`src/rtl/f_ifq.sv`:
```
// rtl/f_ifq.sv - fetch-to-decode instruction queue holding PC/instruction pairs
// Circular buffer with a separate occupancy count; flush and reset empty it, no bypass.
module f_ifq #(
    parameter int DEPTH = 2
) (
    input  logic                       i_clk,
    input  logic                       i_rst_n,
    input  logic                       i_con_flush,
    input  logic                       i_fetch_valid,
    input  logic [31:0]                i_fetch_pc,
    input  logic [31:0]                i_fetch_instr,
    output logic                       o_fetch_ready,
    output logic                       o_dec_valid,
    output logic [31:0]                o_dec_pc,
    output logic [31:0]                o_dec_instr,
    input  logic                       i_dec_ready,
    output logic [$clog2(DEPTH):0]     o_count
);

    localparam int AW = $clog2(DEPTH);
    localparam int CW = AW + 1;
    localparam logic [31:0] NOP_INSTR = 32'h0000_0013;

    logic [31:0]   pc_mem    [DEPTH];
    logic [31:0]   instr_mem [DEPTH];

    logic [AW-1:0] wr_ptr_q, wr_ptr_d;
    logic [AW-1:0] rd_ptr_q, rd_ptr_d;
    logic [CW-1:0] count_q,  count_d;
    logic          push, pop;

    // Ready depends only on registered occupancy, so a pop cannot free a slot for the same-cycle push.
    assign o_fetch_ready = (count_q != CW'(DEPTH));
    assign o_dec_valid   = (count_q != '0);
    assign o_count       = count_q;

    assign push = i_fetch_valid && o_fetch_ready && !i_con_flush;
    assign pop  = o_dec_valid && i_dec_ready && !i_con_flush;

    assign o_dec_pc    = o_dec_valid ? pc_mem[rd_ptr_q]    : 32'h0;
    assign o_dec_instr = o_dec_valid ? instr_mem[rd_ptr_q] : NOP_INSTR;

    always_comb begin
        wr_ptr_d = wr_ptr_q;
        rd_ptr_d = rd_ptr_q;
        count_d  = count_q;
        if (i_con_flush) begin
            wr_ptr_d = '0;
            rd_ptr_d = '0;
            count_d  = '0;
        end else begin
            if (push) begin
                wr_ptr_d = wr_ptr_q + AW'(1);
            end
            if (pop) begin
                rd_ptr_d = rd_ptr_q + AW'(1);
            end
            case ({push, pop})
                2'b10:   count_d = count_q + CW'(1);
                2'b01:   count_d = count_q - CW'(1);
                default: count_d = count_q;
            endcase
        end
    end

    always_ff @(posedge i_clk or negedge i_rst_n) begin
        if (!i_rst_n) begin
            wr_ptr_q <= '0;
            rd_ptr_q <= '0;
            count_q  <= '0;
        end else begin
            wr_ptr_q <= wr_ptr_d;
            rd_ptr_q <= rd_ptr_d;
            count_q  <= count_d;
        end
    end

    // Storage is left unreset; the output mux masks any entry that is not valid.
    always_ff @(posedge i_clk) begin
        if (push) begin
            pc_mem[wr_ptr_q]    <= i_fetch_pc;
            instr_mem[wr_ptr_q] <= i_fetch_instr;
        end
    end

endmodule

```
`config.mk`:
```
export PLATFORM = sky130hd
export DESIGN_NAME = f_ifq
export DESIGN_NICKNAME = d
export VERILOG_FILES = /design/src/rtl/f_ifq.sv
export SDC_FILE = /design/constraint.sdc
export NUM_CORES = 1
export LEC_CHECK = 0
export CAP_MARGIN = 20
export CELL_PAD_IN_SITES_DETAIL_PLACEMENT = 1
export CELL_PAD_IN_SITES_GLOBAL_PLACEMENT = 1
export CORE_MARGIN = 3
export CORE_UTILIZATION = 35
export CTS_CLUSTER_DIAMETER = 150
export DETAILED_ROUTE_END_ITERATION = 10
export PLACE_DENSITY_LB_ADDON = 0.05
export SYNTH_ARGS = -nofsm -noshare
export SYNTH_HDL_FRONTEND = slang
export SYNTH_SLANG_ARGS = --single-unit
```
`constraint.sdc`:
```
create_clock -name i_clk -period 6.2 [get_ports i_clk]
set_input_delay 0.93 -clock i_clk [delete_from_list [all_inputs] [get_ports i_clk]]
set_output_delay 0.93 -clock i_clk [all_outputs]
set_load 0.05 [all_outputs]
```
==> results of run 1 <==
-- cells by family (layout without fill, tap and decap cells) --
kind of cell	Yosys count	in the layout	share of synthesized area
AO/OA/AOI/OAI	7	7	0.00771
XOR/XNOR	1	1	0.00174
buffers and inverters	16	177	0.0177
flip-flops	132	132	0.784
multiplexers	64	64	0.127
AND/OR/NAND/NOR	76	76	0.0612
-- path summary, 6_finish.rpt --
check / startpoint / endpoint / slack (ns) / depth (start not counted)
max: o_count[0] / o_dec_instr[8] / 2.36 / 4
min: wr_ptr_q / wr_ptr_q / 0.62 / 2
max reg2reg: o_count[0] / o_count[0] / 4.14 / 4
min reg2reg: wr_ptr_q / wr_ptr_q / 0.62 / 2
max in group asynchronous: i_rst_n / rd_ptr_q / 5.27 / 1
min in group asynchronous: i_rst_n / wr_ptr_q / 0.73 / 1
-- worst register-to-register path, stage by stage (launching register included) --
cell and delay [ns]:
dfrtp_1 0.47, nor2_4 0.79, buf_4 0.43, a22oi_1 0.14, a21oi_1 0.16
-- report_power, final --
| part | internal [W] | switching (W) | total [W] | leakage, nW |
|---|---|---|---|---|
| clock | 0.000667 | 0.000360 | 0.00103 | 0.296 |
| sequential | 0.00102 | 0.0000176 | 0.00103 | 1.23 |
| combinational | 0.000134 | 0.000213 | 0.000347 | 0.886 |
| total | 0.00182 | 0.000591 | 0.00241 | 2.41 |
-- registers in the layout, indices dropped and copies added, names as in the netlist --
signal	count
o_count	2
pc_mem	64
wr_ptr_q	1
rd_ptr_q	1
instr_mem	64
-- final cells by class --
type / instances / area (µm²) / share of cell area
Sequential cell: 132 / 3950 / 0.544
Clock inverter: 15 / 189 / 0.0261
Tap cell: 180 / 225 / 0.0311
Inverter: 3 / 11.3 / 0.00155
Clock buffer: 17 / 425 / 0.0587
Multi-Input combinational cell: 148 / 1030 / 0.142
Timing Repair Buffer: 142 / 1430 / 0.197
-- layer usage --
metal | wire length (µm) | vias up | track usage
li1 | - | 1402 | -
met1 | 4480 | 1439 | 0.169
met2 | 5470 | 89 | 0.228
met3 | 588 | 15 | 0.0496
met4 | 205 | 0 | 0.0719
met5 | 0 | - | 0
-- synthesized netlist by cell type --
| master | number |
|---|---|
| a22oi_1 | 1 |
| xor2_1 | 1 |
| inv_1 | 2 |
| nor2b_1 | 1 |
| nor3_1 | 1 |
| nor2_1 | 64 |
| buf_4 | 5 |
| mux2i_1 | 64 |
| or3_2 | 1 |
| a31oi_1 | 1 |
| inv_2 | 1 |
| buf_2 | 8 |
| edfxtp_1 | 128 |
| or4b_1 | 1 |
| nand3_1 | 1 |
| nor3b_1 | 1 |
| nand2_1 | 5 |
| a21oi_1 | 2 |
| dfrtp_1 | 4 |
| o21ai_0 | 3 |
| nand3b_1 | 1 |
-- stage by stage --
| step | utilization | area, µm² | setup slack (ns) | instances |
|---|---|---|---|---|
| floorplan | - | 5040 | 1.81 | 296 |
| global placement | 0.472 | 6610 | 2.73 | 604 |
| detailed placement | 0.474 | 6640 | 2.71 | 605 |
| CTS | 0.518 | 7250 | 2.24 | 637 |
| global route | 0.518 | 7250 | 2.12 | 637 |
| finish | 0.518 | 7250 | 2.36 | 637 |
==> metrics.txt, run 1 <==
status=completed; leading cell type in the layout, fill and taps excluded=clkdlybuf4s50_1; H-tree depth=4; Yosys cell types=21; Setup CP Type=reg -> out; CP bufs+invs=2; vias=2,945; initial core utilization=0.359; Leak=2.41 nW; commonest cells after routing, fill and taps aside=136 x clkdlybuf4s50_1, 128 x edfxtp_1, 64 x mux2i_1, 63 x nor2_1, 17 x clkbuf_16; Top delay family on crit path=buffers and inverters; hpwl dp=6890 µm; total setup buffers inserted after CTS=0; delay of the slowest critical-path stage=0.79 ns; number of I/O pins=137; CP required=5.27 ns; RSZ-0062 raised after global routing=no; post-cts resize count=0; CTS clk-pin slew, worst paths=0.05 ns; Area contributors post-synth=edfxtp_1 76%, mux2i_1 13%, nor2_1 4.8%, dfrtp_1 2.0%, buf_2 0.80%; Slew Limit Fails=0; Cells after Synth=296; Tot Pwr=0.00241 W; FF+latch count, synth=132; first-pass GRT wire length=16,900 µm; Clock Sinks=132; Syn Nets=365; Die Span Y=126 µm; largest net degree at the start of global routing=43; final period utilization=0.620; dominant cell type by area after synthesis=edfxtp_1; Worst path slowest cell=nor2_4; Final Hold Violating Endpoints=0; Post-CTS Hold Fix Bufs=0; Final setup viols=0; post-synthesis sequential area ratio=0.784; crit path cell chain=nor2_4 -> buf_4 -> nor2_1 -> clkdlybuf4s50_1; GRT Total Usage=0.141; Yosys warnings=0; Worst-Margin Slew=0.967 ns; GRT overflow=0; synthesis-to-layout area growth=44.2%; fin nets=513; Peak Freq=260 MHz; Root Buffer Master=clkbuf_16; CP endpoint kind=primary output; post-synthesis cell area=0.00503 mm²; cell area power density=332 mW/mm²; via-per-instance ratio=4.62; setup TNS=0 ns; Die W=126 µm; Yosys top cell area share=0.764; Max clock buf depth=2; TritonCTS clock tree=yes; antenna diode count=0; worst-skew pair later-pin latency=0.41 ns; fin crit period=3.84 ns; Slew headroom=0.354; initial antenna violation count=0; TritonRoute pass-1 iters=4; Hold Slack=0.624 ns; number of global-route vias before repair=3,188; Peak VDD IR=0.000193 V; final WL=10,700 µm; Fillers=1,337; core area=0.0140 mm²; Hold Path Class=reg -> reg; TritonCTS Buffers=17; WL/cell=16.9 µm; Avg Cell Area, Syn=17.0 µm²; Final ANT Viol Nets=0; placer's final routability congestion estimate=0.724; Port Buffers=136; max-cap violation count=0; Startpoint Class=register; crit-path max FO=39; drt initial violations=150; layout cell share with drive strength beyond 1=0.0941; row count=43; # DRC=0; worst path arrival time=2.91 ns; Die ar.=0.0158 mm²; Post-Route Skew=0.00511 ns
Note: power is estimated with default switching activity, not from simulation.
==> run 2: changes to the inputs <==
clock period = 3.25 ns   (was 6.2 ns; I/O delays follow)
==> metrics.txt, run 2 (synthesis gave the netlist of run 1 again) <==
Root Buffer Master=clkbuf_16; Die Span Y=126 µm; antenna diode count=0; Clock Sinks=132; row count=43; TritonCTS clock tree=yes; max-cap violation count=0; initial core utilization=0.359; fin nets=512; total setup buffers inserted after CTS=0; Leak=2.36 nW; largest net degree at the start of global routing=65; fin crit period=3.03 ns; number of global-route vias before repair=3,198; final period utilization=0.932; Final Hold Violating Endpoints=0; Worst R2R End=pc_mem[1][26]; initial antenna violation count=0; Peak Freq=330 MHz; CP endpoint kind=primary output; WL/cell=17.6 µm; Peak VDD IR=0.000310 V; number of I/O pins=137; cell area power density=600 mW/mm²; reg2reg start=o_count[1]; RSZ-0062 raised after global routing=no; first-pass GRT wire length=17,300 µm; hpwl dp=7010 µm; Final setup viols=0; Tot Pwr=0.00430 W; Port Buffers=136; Startpoint Class=register; Slew Limit Fails=0; TritonRoute pass-1 iters=4; CTS clk-pin slew, worst paths=0.05 ns; synthesis-to-layout area growth=42.5%; Post-CTS Hold Fix Bufs=0; Slew headroom=0.613; H-tree depth=4; Die W=126 µm; dpl cells=604; worst-case reg-to-reg path depth=5; crit-path max FO=17; # DRC=0; via-per-instance ratio=4.60; status=completed; core area=0.0140 mm²; Die ar.=0.0158 mm²; Max clock buf depth=2; placer's final routability congestion estimate=0.697; leading cell type in the layout, fill and taps excluded=clkdlybuf4s50_1; drt initial violations=127; CP required=2.76 ns; TritonCTS Buffers=17; Worst R2R Setup Slack=1.42 ns; final std cells w/o fill=635; GRT Total Usage=0.145; vias=2,924; commonest cells after routing, fill and taps aside=136 x clkdlybuf4s50_1, 128 x edfxtp_1, 64 x mux2i_1, 63 x nor2_1, 17 x clkbuf_16; Setup CP Type=reg -> out; Worst-Margin Slew=0.579 ns; final WL=11,200 µm; Hold Path Class=in -> async; Final ANT Viol Nets=0; Post-Route Skew=0.00658 ns; post-cts resize count=0; layout cell share with drive strength beyond 1=0.0747; setup TNS=0 ns; GRT overflow=0; worst-skew pair later-pin latency=0.40 ns; worst path arrival time=2.54 ns
[run 2: changes by cell type in the layout (fill, tap and decap cells not counted)]
| cell | change |
|---|---|
| clkinv_2 | -3 |
| clkinvlp_4 | -3 |
| buf_12 | +4 |
| dfrtp_1 | -2 |
| bufinv_16 | -3 |
| inv_1 | -1 |
| clkbuf_1 | +4 |
| inv_2 | +1 |
| dfrtp_2 | +2 |
| clkinv_4 | -2 |
| buf_16 | -1 |
| buf_4 | -4 |
| clkinv_1 | +6 |
[run 2: routing by layer]
metal	up-vias	wire length, µm	track usage
met5	-	0	0
met4	0	199	0.0662
met3	14	864	0.0623
met2	96	5340	0.225
met1	1416	4750	0.177
li1	1398	-	-
[run 2: cell type report]
cell class,count,area (µm²)
Inverter,3,11.3
Sequential cell,132,3950
Clock inverter,10,66.3
Timing Repair Buffer,141,1450
Fill cell,1355,6820
Multi-Input combinational cell,148,1030
Tap cell,180,225
Clock buffer,21,440
[run 2: power breakdown]
part	internal (W)	leakage [nW]	total, W	switching (W)
sequential	0.00194	1.22	0.00197	0.0000278
combinational	0.000261	0.889	0.000679	0.000418
clock	0.00102	0.247	0.00165	0.000629
[run 2: how the worst max path moves through the flow]
stage                            endpoint  slack [ns]  startpoint
after floorplan           instr_mem[1][0]        0.02  o_count[1]
final                     o_dec_instr[17]        0.22    rd_ptr_q
after global placement        o_dec_pc[0]        0.67    rd_ptr_q
after detailed placement  o_dec_instr[17]        0.64    rd_ptr_q
after global routing      o_dec_instr[17]        0.11    rd_ptr_q
after CTS                 o_dec_instr[17]        0.18    rd_ptr_q
[run 2: worst max-delay path, stage by stage (launching register included)]
cell and delay [ns]:
dfrtp_4 0.63, buf_4 0.36, mux2i_1 0.12, nor2_1 0.17, clkdlybuf4s50_1 0.84
[run 2: stage by stage]
step	area [µm²]	utilization	worst slack (ns)	hold slack (ns)
2_1_floorplan	5050	-	0.0223	0.192
3_3_place_gp	6660	0.476	0.670	0.602
3_5_place_dp	6660	0.476	0.644	0.658
4_1_cts	7170	0.512	0.178	0.275
5_1_grt	7170	0.512	0.112	0.290
6_report	7170	0.512	0.222	0.294
